File: config.mk
export PLATFORM = sky130hd
export DESIGN_NAME = xnor_act_packer
export DESIGN_NICKNAME = d
export VERILOG_FILES = /design/src/rtl/xnor_act_packer_pkg.sv /design/src/rtl/xnor_act_packer_buf.sv /design/src/rtl/xnor_act_packer.sv
export SDC_FILE = /design/constraint.sdc
export NUM_CORES = 1
export LEC_CHECK = 0
export CAP_MARGIN = 40
export CORE_MARGIN = 2
export CORE_UTILIZATION = 67
export CTS_CLUSTER_DIAMETER = 30
export DETAILED_ROUTE_END_ITERATION = 16
export DONT_BUFFER_PORTS = 1
export GPL_ROUTABILITY_DRIVEN = 0
export GPL_TIMING_DRIVEN = 0
export HOLD_SLACK_MARGIN = 0.15
export PLACE_DENSITY = 0.92
export SYNTH_ARGS = -nofsm -noshare
export SYNTH_HDL_FRONTEND = slang
export SYNTH_SLANG_ARGS = --single-unit
File: constraint.sdc
create_clock -name clk -period 49.8 [get_ports clk]
set_input_delay 4.98 -clock clk [delete_from_list [all_inputs] [get_ports clk]]
set_output_delay 4.98 -clock clk [all_outputs]
set_load 0.02 [all_outputs]
File: src/rtl/xnor_act_packer_pkg.sv
// Shared BNN constants: default activation geometry, popcount widths and
// the packer state encoding.
package xnor_act_packer_pkg;

  localparam int BNN_N         = 128;
  localparam int BNN_DEPTH     = 8;
  localparam bit BNN_PAD_BIT   = 1'b0;

  localparam int POPCNT_W      = $clog2(BNN_N) + 1;
  localparam int POPCNT_THRESH = BNN_N / 2;

  typedef enum logic [1:0] {
    ST_FILL = 2'd0,
    ST_FULL = 2'd1,
    ST_DONE = 2'd2
  } pack_state_e;

endpackage

File: src/rtl/xnor_act_packer_buf.sv
// Activation word store: DEPTH x N array, one write port, one registered
// read port that returns the pre-write contents on an address collision.
module act_buf_1r1w #(
  parameter int N     = 128,
  parameter int DEPTH = 8
) (
  input  logic                     clk,
  input  logic                     rst,
  input  logic                     wr_en,
  input  logic [$clog2(DEPTH)-1:0] wr_addr,
  input  logic [N-1:0]             wr_data,
  input  logic [$clog2(DEPTH)-1:0] rd_addr,
  output logic [N-1:0]             rd_data
);

  logic [N-1:0] mem [DEPTH];
  logic [N-1:0] rd_data_d;
  logic [N-1:0] rd_data_q;

  always_comb begin
    rd_data_d = mem[rd_addr];
  end

  // Storage has no reset; only the read register is cleared.
  always_ff @(posedge clk) begin
    if (wr_en) begin
      mem[wr_addr] <= wr_data;
    end
    if (rst) begin
      rd_data_q <= '0;
    end else begin
      rd_data_q <= rd_data_d;
    end
  end

  assign rd_data = rd_data_q;

endmodule

File: src/rtl/xnor_act_packer.sv
// Packs a serial stream of thresholded neuron bits LSB-first into N-bit
// activation words and stores them for the next XNOR/popcount layer.
module xnor_act_packer
  import xnor_act_packer_pkg::*;
#(
  parameter int N       = BNN_N,
  parameter int DEPTH   = BNN_DEPTH,
  parameter bit PAD_BIT = BNN_PAD_BIT
) (
  input  logic                     clk,
  input  logic                     rst,
  input  logic                     in_valid,
  input  logic                     in_bit,
  input  logic                     in_last,
  output logic                     in_ready,
  input  logic                     layer_clear,
  input  logic [$clog2(DEPTH)-1:0] rd_addr,
  output logic [N-1:0]             rd_data,
  output logic [$clog2(DEPTH):0]   word_count,
  output logic                     layer_done,
  output logic                     overflow
);

  localparam int AW = $clog2(DEPTH);
  localparam int IW = $clog2(N);
  localparam int CW = AW + 1;

  pack_state_e   state_q, state_d;
  logic [IW-1:0] bit_idx_q, bit_idx_d;
  logic [AW-1:0] wr_ptr_q, wr_ptr_d;
  logic [CW-1:0] word_count_q, word_count_d;
  logic          overflow_q, overflow_d;
  logic [N-1:0]  word_q, word_d;

  logic [N-1:0]  packed_word;
  logic          wr_en;

  // Word as it would be written now: accepted bits below the index, the
  // incoming bit at the index, padding above it.
  always_comb begin
    packed_word = '0;
    for (int i = 0; i < N; i++) begin
      if (i < int'(bit_idx_q)) begin
        packed_word[i] = word_q[i];
      end else if (i == int'(bit_idx_q)) begin
        packed_word[i] = in_bit;
      end else begin
        packed_word[i] = PAD_BIT;
      end
    end
  end

  always_comb begin
    state_d      = state_q;
    bit_idx_d    = bit_idx_q;
    wr_ptr_d     = wr_ptr_q;
    word_count_d = word_count_q;
    overflow_d   = overflow_q;
    word_d       = word_q;
    wr_en        = 1'b0;

    if (layer_clear) begin
      state_d      = ST_FILL;
      bit_idx_d    = '0;
      wr_ptr_d     = '0;
      word_count_d = '0;
      overflow_d   = 1'b0;
      word_d       = '0;
    end else begin
      case (state_q)
        ST_FILL: begin
          if (in_valid) begin
            word_d = packed_word;
            if (in_last || (bit_idx_q == IW'(N - 1))) begin
              wr_en        = 1'b1;
              wr_ptr_d     = wr_ptr_q + AW'(1);
              word_count_d = word_count_q + CW'(1);
              bit_idx_d    = '0;
              word_d       = '0;
              // A last beat always wins over the buffer filling up.
              if (in_last) begin
                state_d = ST_DONE;
              end else if (word_count_q == CW'(DEPTH - 1)) begin
                state_d = ST_FULL;
              end
            end else begin
              bit_idx_d = bit_idx_q + IW'(1);
            end
          end
        end
        ST_FULL: begin
          if (in_valid) begin
            overflow_d = 1'b1;
          end
        end
        default: begin
        end
      endcase
    end
  end

  always_ff @(posedge clk) begin
    if (rst) begin
      state_q      <= ST_FILL;
      bit_idx_q    <= '0;
      wr_ptr_q     <= '0;
      word_count_q <= '0;
      overflow_q   <= 1'b0;
      word_q       <= '0;
    end else begin
      state_q      <= state_d;
      bit_idx_q    <= bit_idx_d;
      wr_ptr_q     <= wr_ptr_d;
      word_count_q <= word_count_d;
      overflow_q   <= overflow_d;
      word_q       <= word_d;
    end
  end

  act_buf_1r1w #(
    .N    (N),
    .DEPTH(DEPTH)
  ) u_buf (
    .clk    (clk),
    .rst    (rst),
    .wr_en  (wr_en),
    .wr_addr(wr_ptr_q),
    .wr_data(packed_word),
    .rd_addr(rd_addr),
    .rd_data(rd_data)
  );

  assign in_ready   = (state_q == ST_FILL);
  assign layer_done = (state_q == ST_DONE);
  assign word_count = word_count_q;
  assign overflow   = overflow_q;

endmodule
==> results of run 1 <==
[layer usage]
metal | global-route usage | GRT overflow
met1 | 0.6186 | 1
met2 | 0.7768 | 10
met3 | 0.4883 | 2
met4 | 0.4954 | 4
met5 | 0.3741 | 0
[Yosys cell counts (23+ instances only)]
master and instances:
edfxtp_1 1024, dfxtp_1 272, mux4_2 256, nor2_1 230, mux2i_1 135, nand2_1 125, clkbuf_1 92, o21ai_0 83
a22o_1 74, buf_2 61, a21oi_1 44, a22oi_1 39, nand3_1 37, inv_1 23
[per-stage QoR]
stage                     instance area (sq um)  std cells  setup WS, ps
after detailed placement                  51990       3891         40690
after floorplan                           49260       2774         30020
after CTS                                 58320       4232         41410
after global placement                    50460       3733         17290
[cells by family after synthesis]
kind of cell	after synthesis	share of synthesized area
xor+xnor	8	0.001422
fa+ha+maj	7	0.001778
compound gates	363	0.05228
buf+inv	211	0.01915
simple gates	488	0.04379
mux	401	0.1468
flops	1296	0.7348
==> impl_metrics.json, run 1 <==
{
  "haltStage": "global routing",
  "ys_seq_elements": 1296,
  "async_reset_ff_frac": 0,
  "synth_edf_count": 1024,
  "ctsRootBufferMaster": "clkbuf_16",
  "synth_warnings": 0,
  "numCtsBuffers": 180,
  "die_w_um": 275.1,
  "syn_nets": 2790,
  "synth.avg_cell_area_sq_um": 17.76,
  "grt_overflow": 17,
  "row_count": 99,
  "initial_core_util": 0.6763,
  "htree_levels": 4,
  "antenna_found_initial": 50,
  "synth_top_area_frac": 0.6243,
  "cts_sinks": 1296,
  "io_pins": 144,
  "synthFlopType": "edfxtp_1",
  "die_y_um": 275.1,
  "postCtsResizedCells": 0,
  "outcome": "did not finish",
  "synth.cell_area_sq_um": 49260,
  "port_buffers": 0,
  "synth_top_cell_by_area": "edfxtp_1",
  "stop_error": "[ERROR GRT-0232] Routing congestion too high. Check the congestion heatmap in the GUI.",
  "cts_buffer_depth": 3,
  "yosysSeqAreaShare": 0.7348,
  "grt_max_degree": 25,
  "ys_types": 72,
  "synthCells": 2774,
  "synth.area.top_cells": "edfxtp_1 62%, mux4_2 12%, dfxtp_1 11%",
  "dp_hpwl_um": 88230,
  "grt.total_usage": 0.6116,
  "post_cts_buffers": 0,
  "hold_buffers": 0
}
==> run 2, diff against run 1 <==
--- a/config.mk
+++ b/config.mk
@@ -7,14 +7,12 @@
 export LEC_CHECK = 0
 export CAP_MARGIN = 40
 export CORE_MARGIN = 2
-export CORE_UTILIZATION = 67
-export CTS_CLUSTER_DIAMETER = 30
+export CORE_UTILIZATION = 40
 export DETAILED_ROUTE_END_ITERATION = 16
 export DONT_BUFFER_PORTS = 1
 export GPL_ROUTABILITY_DRIVEN = 0
 export GPL_TIMING_DRIVEN = 0
-export HOLD_SLACK_MARGIN = 0.15
-export PLACE_DENSITY = 0.92
+export PLACE_DENSITY_LB_ADDON = 0.15
 export SYNTH_ARGS = -nofsm -noshare
 export SYNTH_HDL_FRONTEND = slang
 export SYNTH_SLANG_ARGS = --single-unit
==> run 2 against run 1 <==
The run now ends clean. Synthesized cell count unchanged. Area after synthesis unchanged.
==> impl_metrics.json, run 2 <==
{
  "outcome": "finished, final reports clean",
  "worstPathArrival_ps": 8860,
  "drtIter0Drc": 3374,
  "fillerInstances": 10341,
  "ant_nets": 0,
  "dpl_worst_slack_ps": 40350,
  "ys_types": 72,
  "cts_buffer_depth": 3,
  "finalHoldViolCount": 0,
  "worstReg2RegStart": "bit_idx_q[5]$_SDFFE_PP0P_",
  "ctsRootBufferMaster": "clkbuf_16",
  "post_cts_buffers": 0,
  "rsz0062_at_grt": "no",
  "top_register": "u_buf.mem",
  "synth.cell_area_sq_um": 49260,
  "async_reset_ff_frac": 0,
  "rr_worst_depth": 16,
  "synthCells": 2774,
  "setup_tns_ps": 0,
  "fin_nets": 3143,
  "port_buffers": 0,
  "die_w_um": 354.9,
  "power_uw": 2218,
  "timing.fmax_ghz": 0.1189,
  "die_area_sq_um": 126000,
  "period_needed_ps": 8408,
  "clk_pin_slew_ps": 60,
  "tritoncts": "done",
  "synth_top_cell_by_area": "edfxtp_1",
  "synth_commonest_cells": "1024 x edfxtp_1, 272 x dfxtp_1, 256 x mux4_2",
  "firstDrtPassIters": 6,
  "synth_top_area_frac": 0.6243,
  "yosysSeqAreaShare": 0.7348,
  "r2r-end": "u_buf.mem[4][91]$_DFFE_PP_",
  "hold_buffers": 0,
  "crit_path_start_kind": "input port",
  "tightest_slew_ps": 1097,
  "synth_edf_count": 1024,
  "power_density_nw_per_um2": 38.44,
  "path_max_fanout": 10,
  "core_sq_um": 122000,
  "hp-start": "word_q[88]$_SDFFE_PP0P_",
  "io_pins": 144,
  "antenna_found_initial": 4,
  "dp_hpwl_um": 93210,
  "grt_max_degree": 22,
  "ys_seq_elements": 1296,
  "drc_errors": 0,
  "cts_sinks": 1296,
  "grt_pass1_vias": 28050,
  "synth_warnings": 0,
  "utilization": 0.4728,
  "initial_core_util": 0.4036,
  "p_leak_uw": 0.01935,
  "vias": 27495,
  "htree_levels": 4,
  "finalSetupViolCount": 0,
  "grt_overflow": 0,
  "clkLatencyLatePin_ps": 750,
  "synth.avg_cell_area_sq_um": 17.76,
  "min_path_type": "reg2reg",
  "syn2layout_area_growth_pct": 17.14,
  "grt_pass1_wl_um": 195400,
  "row_count": 128,
  "ir_drop_mv": 0.03289,
  "slew_viol_final": 0,
  "hold_end": "word_q[88]$_SDFFE_PP0P_",
  "finalWirelength_um": 134700,
  "wl_per_cell_um": 27.70,
  "regArea_sq_um": 36190,
  "skew_ps": 29.10,
  "die_y_um": 354.9,
  "synth.area.top_cells": "edfxtp_1 62%, mux4_2 12%, dfxtp_1 11%",
  "crit_type": "in2reg",
  "fin_area_sq_um": 57700,
  "endpoint_kind": "flip-flop",
  "postCtsResizedCells": 0,
  "numCtsBuffers": 138,
  "final_cell_mix": "1024 x edfxtp_1, 272 x dfxtp_1, 256 x mux4_2",
  "rrSetupSlack_ps": 44600,
  "place_area_sq_um": 53320,
  "synthFlopType": "edfxtp_1",
  "syn_nets": 2790,
  "slew_headroom": 0.2684,
  "period_share": 0.1688,
  "fin_ws_ps": 41390,
  "grt.total_usage": 0.2136,
  "whs_path_depth": 2,
  "drv_cap": 0,
  "drive_above_1_share": 0.2435,
  "final_common_cell": "edfxtp_1",
  "yosysMostFrequentCell": "edfxtp_1",
  "critPathRequiredTime_ps": 50250,
  "vias_per_cell": 5.655,
  "largest_reg_flops": 1024,
  "multi_input_area_sq_um": 12180
}
## run 2: where the power goes
part	switching (uW)	total (uW)	internal [uW]	leakage (uW)
Clock	413	985	572	0.00213
Sequential	9.58	1170	1160	0.0116
Combinational	39.6	62.5	22.9	0.00563
## run 2: metal layers
metal,wire (um),global-route usage
met2,62820,0.3356
met1,57070,0.2933
met5,0,0
met4,4787,0.07703
met3,10010,0.04795
## run 2: cell type report
| class | count | area share |
|---|---|---|
| Sequential cell | 1296 | 0.6273 |
| Multi-Input combinational cell | 1267 | 0.2112 |
| Clock buffer | 197 | 0.06698 |
| Tap cell | 1625 | 0.03524 |
| Timing Repair Buffer | 213 | 0.03474 |
| Buffer | 187 | 0.01488 |
| Clock inverter | 52 | 0.008110 |
| Inverter | 24 | 0.001561 |
| Antenna cell | 1 | 0.00004337 |
## run 2: logic make-up (layout without fill, tap and decap cells)
| logic type | count (synthesis) | count (layout) | share of synthesized area |
|---|---|---|---|
| AO/OA/AOI/OAI | 363 | 363 | 0.05228 |
| XOR/XNOR | 8 | 8 | 0.001422 |
| adder cells (fa/ha/maj) | 7 | 7 | 0.001778 |
| buffers and inverters | 211 | 673 | 0.01915 |
| flip-flops | 1296 | 1296 | 0.7348 |
| multiplexers | 401 | 401 | 0.1468 |
| other | 0 | 1 | 0 |
| AND/OR/NAND/NOR | 488 | 488 | 0.04379 |
## run 2: how the worst max path moves through the flow
stage / start / to / slack [ps] / cells past startpoint
after floorplan: in_valid / u_buf.mem[0][0]$_DFFE_PP_ / 30020 / 4
after CTS: in_valid / u_buf.mem[0][36]$_DFFE_PP_ / 41120 / 13
after global routing: in_valid / u_buf.mem[0][95]$_DFFE_PP_ / 41290 / 14
after detailed placement: in_valid / u_buf.mem[0][94]$_DFFE_PP_ / 40350 / 13
after global placement: in_valid / u_buf.mem[0][100]$_DFFE_PP_ / 14090 / 4
final: in_valid / u_buf.mem[0][36]$_DFFE_PP_ / 41390 / 14
## run 2: critical path, cell delays in order
cell      delay [ps]
nor3b_1          150
buf_2            210
clkbuf_1         630
nand2_1          440
nor4b_2          710
buf_4            280
buf_4            160
buf_4            150
buf_4            170
buf_2            230
buf_4            200
buf_4            180
buf_4            170
buf_4            170
## run 2: through the flow
step / hold WS (ps) / instances
after floorplan: 417.3 / 2774
after global placement: 436.3 / 4399
after detailed placement: 440.8 / 4605
after CTS: 453.8 / 4854
after global routing: 480.5 / 4861
final: 452.6 / 4862
Power figures use the tool's default switching activity.
